**config.mk**
```make
export PLATFORM = sky130hd
export DESIGN_NAME = beat_nz_encoder
export DESIGN_NICKNAME = d
export VERILOG_FILES = /design/src/rtl/impulse_pkg.sv /design/src/rtl/beat_nz_encoder.sv
export SDC_FILE = /design/constraint.sdc
export NUM_CORES = 1
export LEC_CHECK = 0
export ABC_AREA = 1
export CORE_MARGIN = 2
export CORE_UTILIZATION = 27
export DETAILED_ROUTE_END_ITERATION = 6
export PLACE_DENSITY_LB_ADDON = 0.05
export SYNTH_ARGS = -nofsm -noshare
export SYNTH_HDL_FRONTEND = slang
export SYNTH_SLANG_ARGS = --single-unit
```
**constraint.sdc**
```tcl
create_clock -name vclk -period 2.6
set_input_delay 0.26 -clock vclk [all_inputs]
set_output_delay 0.26 -clock vclk [all_outputs]
set_load 0.02 [all_outputs]
```
**src/rtl/impulse_pkg.sv**
```systemverilog
`default_nettype none
//============================================================================
// Package  : impulse_pkg
// Brief    : Shared sample/beat types and helpers for the impulse test path.
// Revision : 1.0
//============================================================================
package impulse_pkg;

    localparam int WIDTH        = 16;
    localparam int SAMP_PER_CLK = 2;
    localparam int CMPX         = 2;
    localparam int TDATA_WID    = CMPX * SAMP_PER_CLK * WIDTH;
    localparam int K_W          = (SAMP_PER_CLK > 1) ? $clog2(SAMP_PER_CLK) : 1;

    typedef struct packed {
        logic signed [WIDTH-1:0] im;
        logic signed [WIDTH-1:0] re;
    } cx_t;

    typedef cx_t [SAMP_PER_CLK-1:0] beat_t;

    typedef enum logic [0:0] {
        ST_ACQUIRE = 1'b0,
        ST_TRACK   = 1'b1
    } state_t;

    function automatic logic is_nz(input cx_t s);
        return (s.re != '0) || (s.im != '0);
    endfunction

    function automatic logic [1:0] nz_sat_add(input logic [1:0] a, input logic [1:0] b);
        logic [2:0] s;
        s = {1'b0, a} + {1'b0, b};
        return (s > 3'd3) ? 2'd3 : s[1:0];
    endfunction

endpackage
`default_nettype wire

```
**src/rtl/beat_nz_encoder.sv**
```systemverilog
`default_nettype none
//============================================================================
// Module   : beat_nz_encoder
// Brief    : Finds the lowest-index nonzero sample in one beat and counts them.
// Revision : 1.0
//============================================================================
module beat_nz_encoder
    import impulse_pkg::*;
(
    input  beat_t          i_beat,
    output logic           o_any_nz,
    output logic [K_W-1:0] o_first_k,
    output cx_t            o_first_smp,
    output logic [1:0]     o_nz_cnt
);

    always_comb begin
        o_any_nz    = 1'b0;
        o_first_k   = '0;
        o_first_smp = '0;
        o_nz_cnt    = '0;
        // Descending scan: the lowest-index nonzero sample is the last one written.
        for (int k = SAMP_PER_CLK - 1; k >= 0; k--) begin
            if (is_nz(i_beat[k])) begin
                o_any_nz    = 1'b1;
                o_first_k   = K_W'(k);
                o_first_smp = i_beat[k];
                o_nz_cnt    = nz_sat_add(o_nz_cnt, 2'd1);
            end
        end
    end

endmodule
`default_nettype wire

```
==> results of run 1 <==
-- logic make-up after synthesis --
kind of cell	after synthesis
adders and majority gates	3
buffers and inverters	39
and+or+nand+nor	123
-- worst max-delay path by stage --
stage / start / end / slack, ps / cells past startpoint
2_1_floorplan: i_beat[31] / o_nz_cnt[0] / 1040 / 8
3_3_place_gp: i_beat[38] / o_nz_cnt[0] / 70 / 9
3_5_place_dp: i_beat[59] / o_nz_cnt[0] / 10 / 9
4_1_cts: i_beat[59] / o_nz_cnt[0] / 10 / 9
5_1_grt: i_beat[28] / o_first_smp[15] / 3 / 10
6_report: i_beat[28] / o_first_smp[15] / 150 / 10
-- cell usage after synthesis --
master / n / share of area
sky130_fd_sc_hd__nor2_1: 39 / 0.21
sky130_fd_sc_hd__nor2_4: 1 / 0.016
sky130_fd_sc_hd__buf_6: 2 / 0.032
sky130_fd_sc_hd__nand2_1: 70 / 0.37
sky130_fd_sc_hd__and2_0: 2 / 0.018
sky130_fd_sc_hd__buf_8: 1 / 0.021
sky130_fd_sc_hd__nand3_1: 1 / 0.0070
sky130_fd_sc_hd__inv_1: 36 / 0.19
sky130_fd_sc_hd__nand2_2: 8 / 0.070
sky130_fd_sc_hd__nand4_1: 1 / 0.0088
sky130_fd_sc_hd__ha_1: 3 / 0.053
sky130_fd_sc_hd__nand2b_1: 1 / 0.0088
-- power breakdown --
part | leakage [nW] | internal [mW] | total, mW | switching (mW)
registers | 0 | 0 | 0 | 0
logic | 0.933 | 0.141 | 0.229 | 0.0876
clock network | 0 | 0 | 0 | 0
total | 0.933 | 0.141 | 0.229 | 0.0876
-- through the flow --
stage | instances | power [mW] | cell area (um^2) | utilization | setup slack, ps
6_report | 296 | 0.229 | 1770 | 0.713 | 151
3_3_place_gp | 296 | 0.230 | 1740 | 0.703 | 68.4
4_1_cts | 296 | 0.232 | 1740 | 0.703 | 10.5
5_1_grt | 296 | 0.248 | 1770 | 0.713 | 2.99
3_5_place_dp | 296 | 0.231 | 1740 | 0.703 | 14.1
2_1_floorplan | 165 | 0.0682 | 711 | - | 1040
-- worst max-delay path: stages --
cell	delay (ps)
sky130_fd_sc_hd__clkdlybuf4s50_1	410
sky130_fd_sc_hd__nor2_1	150
sky130_fd_sc_hd__nand2_1	70
sky130_fd_sc_hd__nor2_1	100
sky130_fd_sc_hd__nand2_1	90
sky130_fd_sc_hd__nor2_4	160
sky130_fd_sc_hd__buf_4	220
sky130_fd_sc_hd__nand2_1	70
sky130_fd_sc_hd__nand2_1	60
sky130_fd_sc_hd__clkdlybuf4s50_1	600
-- routing by layer --
layer	wire length [um]	vias up	track usage
met4	0	0	0
met3	223	0	0.0281
met2	1190	58	0.301
met5	0	-	0
met1	1160	477	0.222
li1	-	675	-
-- cell type report --
class | instances | area (um^2) | share of cell area
Timing Repair Buffer | 104 | 1050 | 0.596
Multi-Input combinational cell | 126 | 541 | 0.306
Inverter | 36 | 135 | 0.0765
Tap cell | 30 | 37.5 | 0.0212
==> run_summary.xml, run 1 <==
<?xml version="1.0" encoding="UTF-8"?>
<metrics>
  <group name="route">
    <metric name="dr.pass1.iters" unit="">4</metric>
    <metric name="num_vias" unit="">1210</metric>
    <metric name="wl" unit="mm">2.57</metric>
    <metric name="detail-route-antenna-nets" unit="">0</metric>
    <metric name="post_drt_wl_per_cell" unit="um">8.69</metric>
    <metric name="detail_route.iter0.violations" unit="">48</metric>
    <metric name="via_per_inst" unit="">4.09</metric>
    <metric name="drcViolationCount" unit="">0</metric>
  </group>
  <group name="clock_tree">
    <metric name="cts-hold-fix-buffers" unit="">0</metric>
    <metric name="post_cts_resized" unit="">0</metric>
    <metric name="post_cts_setup_bufs" unit="">0</metric>
  </group>
  <group name="global_routing">
    <metric name="grt_pass1_vias" unit="">1077</metric>
    <metric name="global_route_wire_length_before_repair" unit="mm">4.44</metric>
    <metric name="grt_util_all_layers" unit="">0.168</metric>
    <metric name="grt_max_degree" unit="">13</metric>
    <metric name="total_gr_overflow" unit="">0</metric>
    <metric name="antenna_found_initial" unit="">0</metric>
  </group>
  <group name="cells_and_area">
    <metric name="clockBufferCount" unit="">0</metric>
    <metric name="commonest_cells_after_routing_fill_and_taps_aside" unit="">sky130_fd_sc_hd__clkdlybuf4s50_1, sky130_fd_sc_hd__nand2_1, sky130_fd_sc_hd__nor2_1</metric>
    <metric name="fill_cells" unit="">232</metric>
    <metric name="final_layout_size_suffix_gt1_frac" unit="">0.0526</metric>
    <metric name="mostFrequentLayoutCell" unit="">sky130_fd_sc_hd__clkdlybuf4s50_1</metric>
    <metric name="syn2layout_area_growth" unit="%">149</metric>
    <metric name="design.seq.count" unit="">0</metric>
    <metric name="layout.area.seq" unit="um^2">0</metric>
    <metric name="insertedDiodeCount" unit="">0</metric>
    <metric name="num-nets-final" unit="">335</metric>
  </group>
  <group name="sta">
    <metric name="finalSetupViolations" unit="">0</metric>
    <metric name="fin_tns_setup" unit="ps">0</metric>
    <metric name="timing.fmax" unit="MHz">408</metric>
    <metric name="tightestPinTransition" unit="ps">234</metric>
    <metric name="finalWorstPathRequiredPeriod" unit="ps">2450</metric>
    <metric name="hold_violations" unit="">0</metric>
    <metric name="layout_worst_path_cycle_share" unit="">0.942</metric>
    <metric name="relSlewSlack" unit="">0.843</metric>
    <metric name="fin_hold_ws" unit="ps">1230</metric>
    <metric name="final_max_slew_viol_count" unit="">0</metric>
    <metric name="rsz0062_at_grt" unit="">false</metric>
  </group>
  <group name="yosys">
    <metric name="synthCells" unit="">165</metric>
    <metric name="yosysWarningCount" unit="">0</metric>
    <metric name="yosys.area_share.simple" unit="">0.704</metric>
    <metric name="share_of_synthesized_area_occupied_by_flip_flops_and_latches" unit="">0</metric>
    <metric name="synth.cell_area" unit="um^2">711</metric>
    <metric name="share_of_the_synthesized_area_in_compound_gates_ao_oa_aoi_oai" unit="">0</metric>
    <metric name="synth_xor_area_frac" unit="">0</metric>
    <metric name="yosys-mux-area-fraction" unit="">0</metric>
    <metric name="synth_fa_ha_area_frac" unit="">0.0528</metric>
    <metric name="synth_cell_type_count" unit="">12</metric>
    <metric name="synth_fp_nets" unit="">232</metric>
    <metric name="post_synth.cell_area_avg" unit="um^2">4.31</metric>
    <metric name="synth_top_family_by_area" unit="">simple AND/OR/NAND/NOR gates</metric>
  </group>
  <group name="floorplanning">
    <metric name="floorplan.die.width" unit="um">55.3</metric>
    <metric name="floorplan.initialDensity" unit="">0.287</metric>
    <metric name="floorplan.die_area" unit="um^2">3060</metric>
    <metric name="rows" unit="">18</metric>
    <metric name="chipHeight" unit="um">55.3</metric>
    <metric name="standard_cell_core_area" unit="um^2">2480</metric>
    <metric name="io_pins" unit="">100</metric>
  </group>
  <group name="outcome">
    <metric name="outcome" unit="">finished, final reports clean</metric>
  </group>
  <group name="placement">
    <metric name="gp_congestion" unit="">0.782</metric>
    <metric name="place.detailed.hpwl" unit="mm">2.34</metric>
    <metric name="port-buffer-count" unit="">100</metric>
  </group>
  <group name="run">
    <metric name="drv_cap" unit="">0</metric>
  </group>
  <group name="setup_path">
    <metric name="crit_fanout" unit="">12</metric>
    <metric name="end_kind" unit="">output port</metric>
    <metric name="critPathRequiredTime" unit="ps">2340</metric>
    <metric name="critical_path_class" unit="">in -&gt; out</metric>
    <metric name="start_kind" unit="">primary input</metric>
    <metric name="critical_path_arrival" unit="ps">2190</metric>
  </group>
  <group name="power_and_ir_drop">
    <metric name="power.static_leakage" unit="nW">0.933</metric>
    <metric name="ir_worst_vdd" unit="mV">0.0943</metric>
    <metric name="pwr_density_cell" unit="nW/um^2">130</metric>
  </group>
  <group name="worst_hold_path">
    <metric name="hold_path_startpoint" unit="">i_beat[5]</metric>
    <metric name="min_delay_worst_endpoint" unit="">o_first_smp[5]</metric>
    <metric name="number_of_instances_on_the_worst_hold_path" unit="">4</metric>
    <metric name="hold_path_class" unit="">in -&gt; out</metric>
  </group>
</metrics>
Power figures use the tool's default switching activity.
==> run 2, diff against run 1 <==
Settings changed: CAP_MARGIN set to 0.
==> results of run 2 <==
Same layout as run 1: the final DEF is identical, and so are final timing and power.
==> RTL edit, RTL diff (flow settings as in run 1) <==
The package constant `WIDTH` goes from 16 to 32.
--- a/src/rtl/impulse_pkg.sv
+++ b/src/rtl/impulse_pkg.sv
@@ -8,3 +8,3 @@
 
-    localparam int WIDTH        = 16;
+    localparam int WIDTH        = 32;
     localparam int SAMP_PER_CLK = 2;
Ports: changed (resized i_beat and o_first_smp); port bits go from 100 to 196. No check against the original RTL was run, so the function may have changed too.
==> RTL edit against run 1 <==
- design area rose by 110%
- combinational power rose by 99%
- area after synthesis rose by 110%
- hold slack got worse by 0.0054 ns
- final cell count rose by 100%
- total power rose by 99%
- first-iteration DRC count rose by 130%
- wire length rose to 2.7 times the old value
- setup slack got worse by 0.11 ns
- critical endpoint is now o_first_smp[25]
- largest power group unchanged
==> RTL edit: results <==
pwr:
  p_leak_nw: 2.190
  vdd_drop_max_mv: 0.08914
grt:
  met2_usage: 0.4052
  grt_use_total: 0.1988
  grt_pass1_vias: 2422
  grt_util_met3: 0.03678
  grtUsageMet1: 0.2207
  grt_pass1_wl_microns: 10320
  grt_start_max_net_pins: 41
  antenna_found_initial: 0
logic_synthesis:
  yosys_warnings: 0
  synth_fa_ha_area_frac: 0.02525
  syn_nets: 463
  synthMuxAreaShare: 0
  ys_types: 12
  synth-xor-area-share: 0
  synth_area_leaders: "nand3_1 24%, nand2_1 22%, inv_1 18%"
  synth_commonest_cells: "89 x nand2_1, 71 x inv_1, 71 x nand3_1, 71 x nor2_1, 10 x buf_6"
  netlist_instances: 332
cts:
  cts_setup_buffers: 0
placed_design:
  place_ws_ns: -0.02143
  dp_cells: 597
  gp_congestion: 0.8016
  hpwl_microns: 5695
  io_buffers: 196
routing:
  dr_total_vias: 2622
  drtIter0Drc: 108
  vias_per_cell: 4.392
  routedWlPerCell_microns: 11.43
  dr.pass1.iters: 5
min_path:
  holdPathEnd: "o_first_smp[59]"
  hold_path_class: "in2out"
  whs_path_depth: 4
  hold_start: "i_beat[59]"
setup_path:
  cp_max_fo: 40
  arrival_ns: 2.30
sta:
  max_slew.worst_pin.slew_ns: 0.3058
  whs_ns: 1.221
  fmax_ghz: 0.3908
floorplan:
  chipWidth_microns: 78.20
outcome:
  status: "finished clean"
cells_and_area:
  antenna_cells: 0
  drive_gt1_frac: 0.02667
  nets: 658
  nClkBuffers: 0
  n_sequential_cell: 0
## RTL edit: changes by cell type in the layout (fill, tap and decap cells not counted), moves of 19 or more
cell                    run 1  this run
clkdlybuf4s50_1            91       136
dlymetal6s2s_1              9        59
inv_1                      36        71
nand2_1                    70        89
nand3_1                     1        71
nor2_1                     38        69
## RTL edit: kinds of logic after synthesis
kind of cell,Yosys count
AND/OR/NAND/NOR,244
buffers and inverters,85
adder cells (fa/ha/maj),3
## RTL edit: worst max-delay path, stage by stage
cell and delay (ns):
clkdlybuf4s50_1 0.45, nor2_1 0.16, nand2_1 0.07, nor2_1 0.10
nand2_1 0.10, nor2_4 0.17, buf_12 0.21, nand3_1 0.09
nand2_1 0.08, clkdlybuf4s50_1 0.61
## RTL edit: worst max path at each step
| stage | endpoint | cells after the start | start |
|---|---|---|---|
| after floorplan | o_nz_cnt[0] | 10 | i_beat[14] |
| after global placement | o_nz_cnt[0] | 11 | i_beat[12] |
| after detailed placement | o_nz_cnt[0] | 9 | i_beat[125] |
| after CTS | o_first_smp[19] | 10 | i_beat[15] |
| after global routing | o_first_smp[15] | 10 | i_beat[15] |
| final | o_first_smp[25] | 10 | i_beat[22] |
## RTL edit: layer usage
layer	part of all wire	routed length, microns
met1	0.38	2595
met2	0.53	3614
met3	0.086	588
met4	0.0040	27
met5	0	0
## RTL edit: per-stage QoR
step	cell area, sq um	TNS [ns]
finish	3677	0
global route	3677	-0.7771
CTS	3515	-0.1961
detailed placement	3511	-0.09078
global placement	3511	-0.08613
floorplan	1486	0
## RTL edit: cell type report
class                           count  area, sq um
Fill cell                         539         1728
Inverter                           71        266.5
Multi-Input combinational cell    247         1102
Tap cell                           72        90.09
Timing Repair Buffer              207         2218
## RTL edit: repair_timing
item,CTS,global route
hold buffers,0,0
resized for setup,2,63
setup endpoints to repair,20,67
## RTL edit: power by group
part	internal (mW)	switching [mW]	total (mW)
Combinational	0.276	0.178	0.455
Clock	0	0	0
Sequential	0	0	0
